<file path="config.mk">
export PLATFORM = sky130hd
export DESIGN_NAME = settle_counter
export DESIGN_NICKNAME = d
export VERILOG_FILES = /design/src/rtl/gate_truth_checker_settle_counter.sv
export SDC_FILE = /design/constraint.sdc
export NUM_CORES = 1
export LEC_CHECK = 0
export CORE_AREA = 2 2 39 41
export DETAILED_ROUTE_END_ITERATION = 7
export DIE_AREA = 0 0 41 43
export HOLD_SLACK_MARGIN = 0.05
export PLACE_DENSITY_LB_ADDON = 0.15
export REMOVE_ABC_BUFFERS = 1
export SLEW_MARGIN = 40
export SYNTH_ARGS = -nofsm -noshare
export SYNTH_HDL_FRONTEND = slang
export SYNTH_SLANG_ARGS = --single-unit
</file>
<file path="constraint.sdc">
create_clock -name clk -period 2.5 [get_ports clk]
set_input_delay 0.625 -clock clk [delete_from_list [all_inputs] [get_ports clk]]
set_output_delay 0.625 -clock clk [all_outputs]
set_load 0.03 [all_outputs]
</file>
<file path="src/rtl/gate_truth_checker_settle_counter.sv">
// 4-bit down counter that times the settle window between driving a vector
// and sampling the gate output; zero flags the final settle cycle.
module settle_counter (
  input  logic       clk,
  input  logic       rst_n,
  input  logic       load,
  input  logic       enable,
  input  logic [3:0] load_value,
  output logic       zero
);

  logic [3:0] count;

  always_ff @(posedge clk or negedge rst_n) begin
    if (!rst_n) begin
      count <= 4'd0;
    end else if (load) begin
      count <= load_value;
    end else if (enable && (count != 4'd0)) begin
      count <= count - 4'd1;
    end
  end

  assign zero = (count == 4'd0);

endmodule

</file>
# == Word level (Yosys, flattened, before mapping) ==
# Cells that the tools add are included.
# word_totals
output_inout_bits,1
in_bits,8
latchBits,0
word_cells,8
mem_bits_rw,0
rom_bits,0
mem_count,0
register_bits,4
# op_classes
n_shift,0
div_mod_pow,0
n_addsub,1
multipliers,0
bitwise_logic,0
mux,2
magnitude_cmp,0
eq_ne,0
reduce_logical,4
# op_table
cell,count
4-bit 2-to-1 mux,2
4-bit logical NOT,1
4-bit nonzero test,1
"4-bit by 1-bit subtractor with 4-bit output, second input constant",1
2-bit nonzero test,1
1-bit logical AND,1

# == Logic depth before layout (Yosys ltp) ==
# Gate-level depths: netlist of the first run.
# logic_depth
ltp_word,4
depth_mapped,5
ltp_nobuf,5

# == Worst setup path after synthesis of the first run ==
# No wires, ideal clock.
# synth_timing
kind,reg2out
from,register count[0]
to,output port zero
arrival_ns,1.168
setup_slack_ns,0.707
n_path_buf,0
path_stages_with_launch,4
t_required_ns,1.875
path_cell_list,dfrtp_1 inv_1 ha_1 nor3b_2
# synth_between
elab_chain_cells,1
# synth_rtl
item,line,source
"start, declared",12,logic [3:0] count;
"start signal, assigned",18,count <= load_value;
"start signal, assigned",20,count <= count - 4'd1;
4-bit logical NOT,24,assign zero = (count == 4'd0);
"end, declared",9,output logic zero
# No other way between the ends.

# == Final worst setup path of the first run ==
# Ends and elaborated chain as after synthesis.

==> results of run 1 <==
[worst max-delay path, stage by stage, from the launching register on]
cell and delay (ns):
dfrtp_1 0.41, inv_1 0.07, ha_1 0.19, nor3b_2 0.29
dlygate4sd2_1 0.44
[worst max-delay path by stage]
stage | from | to | slack, ns | depth (start not counted)
floorplan | count[0] | zero | 0.71 | 3
global placement | count[0] | zero | 0.22 | 4
detailed placement | count[0] | zero | 0.16 | 4
CTS | count[0] | zero | 0.23 | 4
global route | count[0] | zero | 0.17 | 4
finish | count[0] | zero | 0.25 | 4
[cell usage after synthesis]
cell type  n
ha_1       1
or2b_1     1
nand2_1    3
inv_1      3
or4_1      1
a221o_1    1
o31a_1     1
buf_6      1
a21oi_1    1
nor3_1     2
and4b_1    1
dfrtp_1    4
o21a_1     1
nor3b_1    1
nor3b_2    1
o21ai_0    2
nor4b_2    1
o211ai_2   1
[power breakdown]
part           internal [W]  total (W)  switching [W]
Combinational     0.0000278  0.0000497      0.0000220
Clock             0.0000534  0.0000759      0.0000225
Sequential        0.0000731  0.0000822     0.00000903
[final cells by class]
cell class              instances  share of cell area [%]
clock buffers                   3                   5.921
repair buffers                  8                   20.72
multi-input cells              19                   38.82
flip-flops and latches          4                   26.32
inverters                       3                   2.961
well taps                      16                   5.263
[logic make-up after synthesis]
family	count (synthesis)	share of synthesized area, %
flip-flops	4	37.04
adder cells (fa/ha/maj)	1	4.629
AO/OA/AOI/OAI	7	19.91
buffers and inverters	4	8.333
AND/OR/NAND/NOR	11	30.09
[repair_timing]
action,in CTS,in global routing
setup endpoints to repair,1,0
gates resized for setup,1,0
hold endpoints to repair,0,0
[routing by layer]
layer  part of all wire (%)  up-vias  global-route usage [%]
met2                     50        6                   11.88
met1                     44      101                   8.170
met5                      0        -                       0
li1                       -      120                       -
met4                      0        0                   6.000
met3                    6.1        0                   1.571
[per-stage QoR]
| stage | util, % | cell area [µm²] | hold WS [ns] | power (W) | instances |
|---|---|---|---|---|---|
| after floorplan | - | 259.0 | 0.3294 | 0.0001108 | 26 |
| after global placement | 25.95 | 359.1 | 0.6412 | 0.0001351 | 50 |
| after detailed placement | 25.95 | 359.1 | 0.6268 | 0.0001352 | 50 |
| after CTS | 27.49 | 380.4 | 0.5894 | 0.0002136 | 53 |
| after global routing | 27.49 | 380.4 | 0.5960 | 0.0002231 | 53 |
| final | 27.49 | 380.4 | 0.5935 | 0.0002078 | 53 |
==> impl_results.md, run 1 <==
* Tightest Pin Transition at 0.3437 ns
* Run status: finished, final reports clean
* Largest net degree at the start of global routing at 11
* Setup bufs post-CTS at 0
* Final setup margin at 0.2484 ns
* Post-Syn Instances at 27
* Clock transition at path regs at 0.04 ns
* Crit. End Element: primary output
* Worst rel slew slack at between 70% and 80%
* Multi-input gate area at 147.6 µm²
* CTS Sinks at 4
* IO buf count at 8
* Most frequent cells in the layout: clkdlybuf4s50_1 (7), dfrtp_1 (4), inv_1 (3), nand2_1 (3), clkbuf_4 (3)
* Initial core utilization at 19.53%
* Routed WL per cell at 9.528 µm
* Most common cell after layout, fill and taps aside: clkdlybuf4s50_1
* IO Pins at 9
* H-tree depth at 1
* Core Region at 1384 µm²
* Final GP Congestion at 0.6819
* Synth cell types at 18
* CP Class: reg -> out
* Layout fillers at approximately 160
* Via count at 227
* VDD IR max at about 0.21 mV
* Routed vias/inst at 4.283
* Max-slew violations at 0
* YS warnings at 0
* Max Cap Viol at 0
* Unrepaired setup endpoints after global routing: false
* Yosys top cell by area: dfrtp_1
* Regs by FF count: count (4)
* P per Cell Area at 546.3 nW/µm²
* Worst hold path class: in -> async
* Flop2flop setup slack at about 1 ns
* R2r startpoint: count[0]
* Number of nets still failing antenna checks after routing at 0
* Setup TNS Final at 0 ns
* Pre-CTS WS at 0.1622 ns
* Max reg flops at 4
* Crit path launch type: flop
* RR Endpoint: count[1]
* Die X at 41 µm
* Final setup vio count at 0
* Cell Rows at 14
* Crit share post-route at around nine tenths
* Final WL at 505 µm
* Nets at 48
* Total gr overflow at 0
* Initial antenna violation count at 0
* Share of cells above drive strength 1 at between 10% and 20%
* Initial DRC count at 2
* CTS tree: done
* Deepest clock path buffer count at 2
* Ranking of synthesized cells by area: dfrtp_1 (37%), nor4b_2 (5.6%), ha_1 (4.6%)
* Fmax at 444.1 MHz
* Number of CTS-inserted buffers at 3
* Die H at 43 µm
* Sequential fraction of the synthesis area at around 37%
* Ant. Diodes at 0
* First-pass iteration count of the detailed router at 2
* R2R depth at 5
* First-pass GRT wire length at 883 µm
* Vias in the first global route at roughly 260
* Die Area at 1763 µm²
* Min Tclk post-route at 2.252 ns
* Layout area overhead at 40.74%
* Clock Skews at ~0.0021 ns
* DRC viols at 0
* Biggest register: count
* Synth top area share at 37.04%
* Worst path arrival time at ~1.6 ns
* Cts hold-fix bufs at 0
* Max FO, Critical Path at 5
* Hold Fails Final Rpt at 0
* Reg area at 100.1 µm²
* Latest clock arrival within the worst-skew pair at 0.23 ns
* Post-synthesis cell area at 270.3 µm²
* Number of synthesized register bits at 4
* Syn_area_per_cell at roughly 10 µm²
* CTS root buf: clkbuf_4
* Leak Pwr at 0.1630 nW
* GRT Util Overall at ~7.6%
* WP data required at 1.88 ns
(Power assumes the default switching activity.)
==> inputs of run 2 (changes only) <==
==> constraint.sdc (replaced) <==
create_clock -name clk -period 1.91 [get_ports clk]
set_input_delay 0.4775 -clock clk [delete_from_list [all_inputs] [get_ports clk]]
set_output_delay 0.4775 -clock clk [all_outputs]
set_load 0.03 [all_outputs]
==> run 2 against run 1 <==
  * Register-to-register slack lost 0.59 ns
  * Count of clock-buffer cells in the layout stayed put
  * Sequential share of layout area fell by 1.1 points
  * Wire length grew 2.4%
  * Non-clock buffer count is 1 higher
==> impl_results.md, run 2 (synthesis results as in run 1) <==
* Run status: finished, final reports clean
* Via count at 240 (+5.7%)
* Final HPWL DP at between 400 and 500 µm
* Ant. Diodes at 0 (unchanged)
* Crit path max-delay family: flip-flops
* Fin util at 28.66% (+1.2 points)
* Clock Skews at 0.004511 ns (+0.002414 ns)
* IO buf count at 8 (unchanged)
* Largest net degree at the start of global routing at 10 (-1)
* CTS Sinks at 4 (unchanged)
* Core Region at 1384 µm² (unchanged)
* Biggest register: count
* Min Tclk post-route at 1.858 ns
* Tightest Pin Transition at 0.2663 ns (-0.07740 ns)
* Max FO, Critical Path at 5 (unchanged)
* Reg area at 100.1 µm² (unchanged)
* Setup bufs post-CTS at 0 (unchanged)
* WP data required at 1.43 ns (-0.45 ns)
* CP Class: reg -> out
* Cts hold-fix bufs at 0 (unchanged)
* First-pass iteration count of the detailed router at 1 (-1)
* GRT Util Overall at 6.660% (-0.91 points)
* Nets at 49 (+2.1%)
* Total gr overflow at 0 (unchanged)
* Worst Path Buf+Inv at 2 (unchanged)
* First-pass GRT wire length at 752 µm (-15%)
* Max reg flops at 4 (unchanged)
* Initial DRC count at 0 (-2)
* Setup TNS Final at 0 ns (unchanged)
* Final setup vio count at 0 (unchanged)
* Routed vias/inst at 4.444 (+3.8%)
* IO Pins at 9 (unchanged)
* Latest clock arrival within the worst-skew pair at 0.23 ns (about the same)
* Final WL at 517 µm (+2.4%)
* H-tree depth at 1 (unchanged)
* Crit. End Element: primary output
* Leak Pwr at 0.1684 nW (+3.3%)
* Die X at 41 µm (unchanged)
* Most common cell after layout, fill and taps aside: clkdlybuf4s50_1
* Crit path launch type: flop
* Worst path arrival time at 1.38 ns (-0.25 ns)
* Worst hold path class: in -> async
* Layout fillers at 151 (-4.4%)
* Layout area overhead at 46.76%
* Initial core utilization at 19.53% (unchanged)
* Crit share post-route at between 90% and 100%
* Final GP Congestion at 0.7573 (+11%)
* Initial antenna violation count at 0 (unchanged)
* DRC viols at 0 (unchanged)
* Fmax at roughly 540 MHz
* Number of CTS-inserted buffers at 3 (unchanged)
* Clock transition at path regs at 0.04 ns (about the same)
* Max-slew violations at 0 (unchanged)
* CTS root buf: clkbuf_4
* Unrepaired setup endpoints after global routing: false
* Deepest clock path buffer count at 2 (unchanged)
* Number of nets still failing antenna checks after routing at 0 (unchanged)
* R2r startpoint: count[0]
* Max Cap Viol at 0 (unchanged)
* CTS tree: done
* Most frequent cells in the layout: clkdlybuf4s50_1 (7), dfrtp_1 (4), inv_1 (3), nand2_1 (3), clkbuf_4 (3)
* Worst path slowest cell: dfrtp_1
* Share of cells above drive strength 1 at 21.05% (+4.8 points)
* Multi-input gate area at 153.9 µm² (+4.2%)
* CP peak stage delay at 0.41 ns (-0.03 ns)
* Crit path cell chain: inv_1 -> ha_1 -> nor3b_4 -> buf_6
* Vias in the first global route at 209 (-18%)
* Routed WL per cell at 9.574 µm (+0.48%)
* Critical path startpoint: count[0]
* Die H at 43 µm (unchanged)
* Die Area at 1763 µm² (unchanged)
* Regs by FF count: count (4)
* Hold Fails Final Rpt at 0 (unchanged)
* Cell Rows at 14 (unchanged)
* P per Cell Area at 708.8 nW/µm² (+30%)
* Worst rel slew slack at 82.20% (+5.2 points)
* Min Hold Slack at 0.4428 ns (-0.1506 ns)
* VDD IR max at 0.2943 mV (+43%)
==> run 2: cell types whose count changed in the layout (fill, tap and decap cells not counted) <==
cell,before,now
buf_6,0,1
buf_4,0,1
nor3b_2,1,0
dlygate4sd2_1,1,0
nor3b_4,0,1
==> run 2: power breakdown <==
| group | internal [W] | switching, W | total (W) |
|---|---|---|---|
| clock network | 0.0000699 | 0.0000303 | 0.000100 |
| registers | 0.0000957 | 0.0000133 | 0.000109 |
| logic | 0.0000417 | 0.0000302 | 0.0000719 |
| total | 0.000207 | 0.0000737 | 0.000281 |
==> run 2: worst register-to-register path, delay by kind of cell, from the launching register on <==
| kind | cells | cell delay, ns |
|---|---|---|
| AND/OR/NAND/NOR | 2 | 0.60 |
| flip-flops | 1 | 0.40 |
| buffers and inverters | 1 | 0.06 |
| AO/OA/AOI/OAI | 1 | 0.09 |
| adder cells (fa/ha/maj) | 1 | 0.24 |
==> run 2: final timing paths <==
path / cells past startpoint / end / slack, ns
max: 4 / zero / 0.05
max in group asynchronous: 1 / count[0] / 1.30
min reg2reg: 2 / count[1] / 0.62
max reg2reg: 5 / count[1] / 0.44
min in group clk: 2 / count[1] / 0.62
min: 1 / count[2] / 0.44
==> run 2: cell type report <==
type                    count  share of cell area, %
clock buffers               3                  5.678
multi-input cells          19                  38.80
inverters                   3                  2.839
flip-flops and latches      4                  25.24
well taps                  16                  5.047
repair buffers              9                  22.40
==> run 2: repair_timing <==
action / in CTS / in global routing
endpoints found under the hold margin: 0 / 0
gates resized for setup: 0 / 2
setup endpoints to repair: 0 / 1
==> run 2: through the flow <==
| step | cell area, µm² | worst slack (ns) | power [W] | cells |
|---|---|---|---|---|
| 2_1_floorplan | 259.0 | 0.2642 | 0.0001451 | 26 |
| 3_3_place_gp | 364.1 | 0.1688 | 0.0001765 | 51 |
| 3_5_place_dp | 364.1 | 0.1272 | 0.0001773 | 51 |
| 4_1_cts | 386.6 | 0.006886 | 0.0002845 | 54 |
| 5_1_grt | 396.6 | 0.009692 | 0.0002972 | 54 |
| 6_report | 396.6 | 0.05224 | 0.0002811 | 54 |
==> run 2: per-layer routing <==
layer  routed length, µm  share of wire (%)  global-route usage [%]
met1                 233                 45                   7.190
met2                 261                 50                   9.063
met5                   0                  0                       0
met4                   0                  0                   8.000
met3                  22                4.3                   1.571
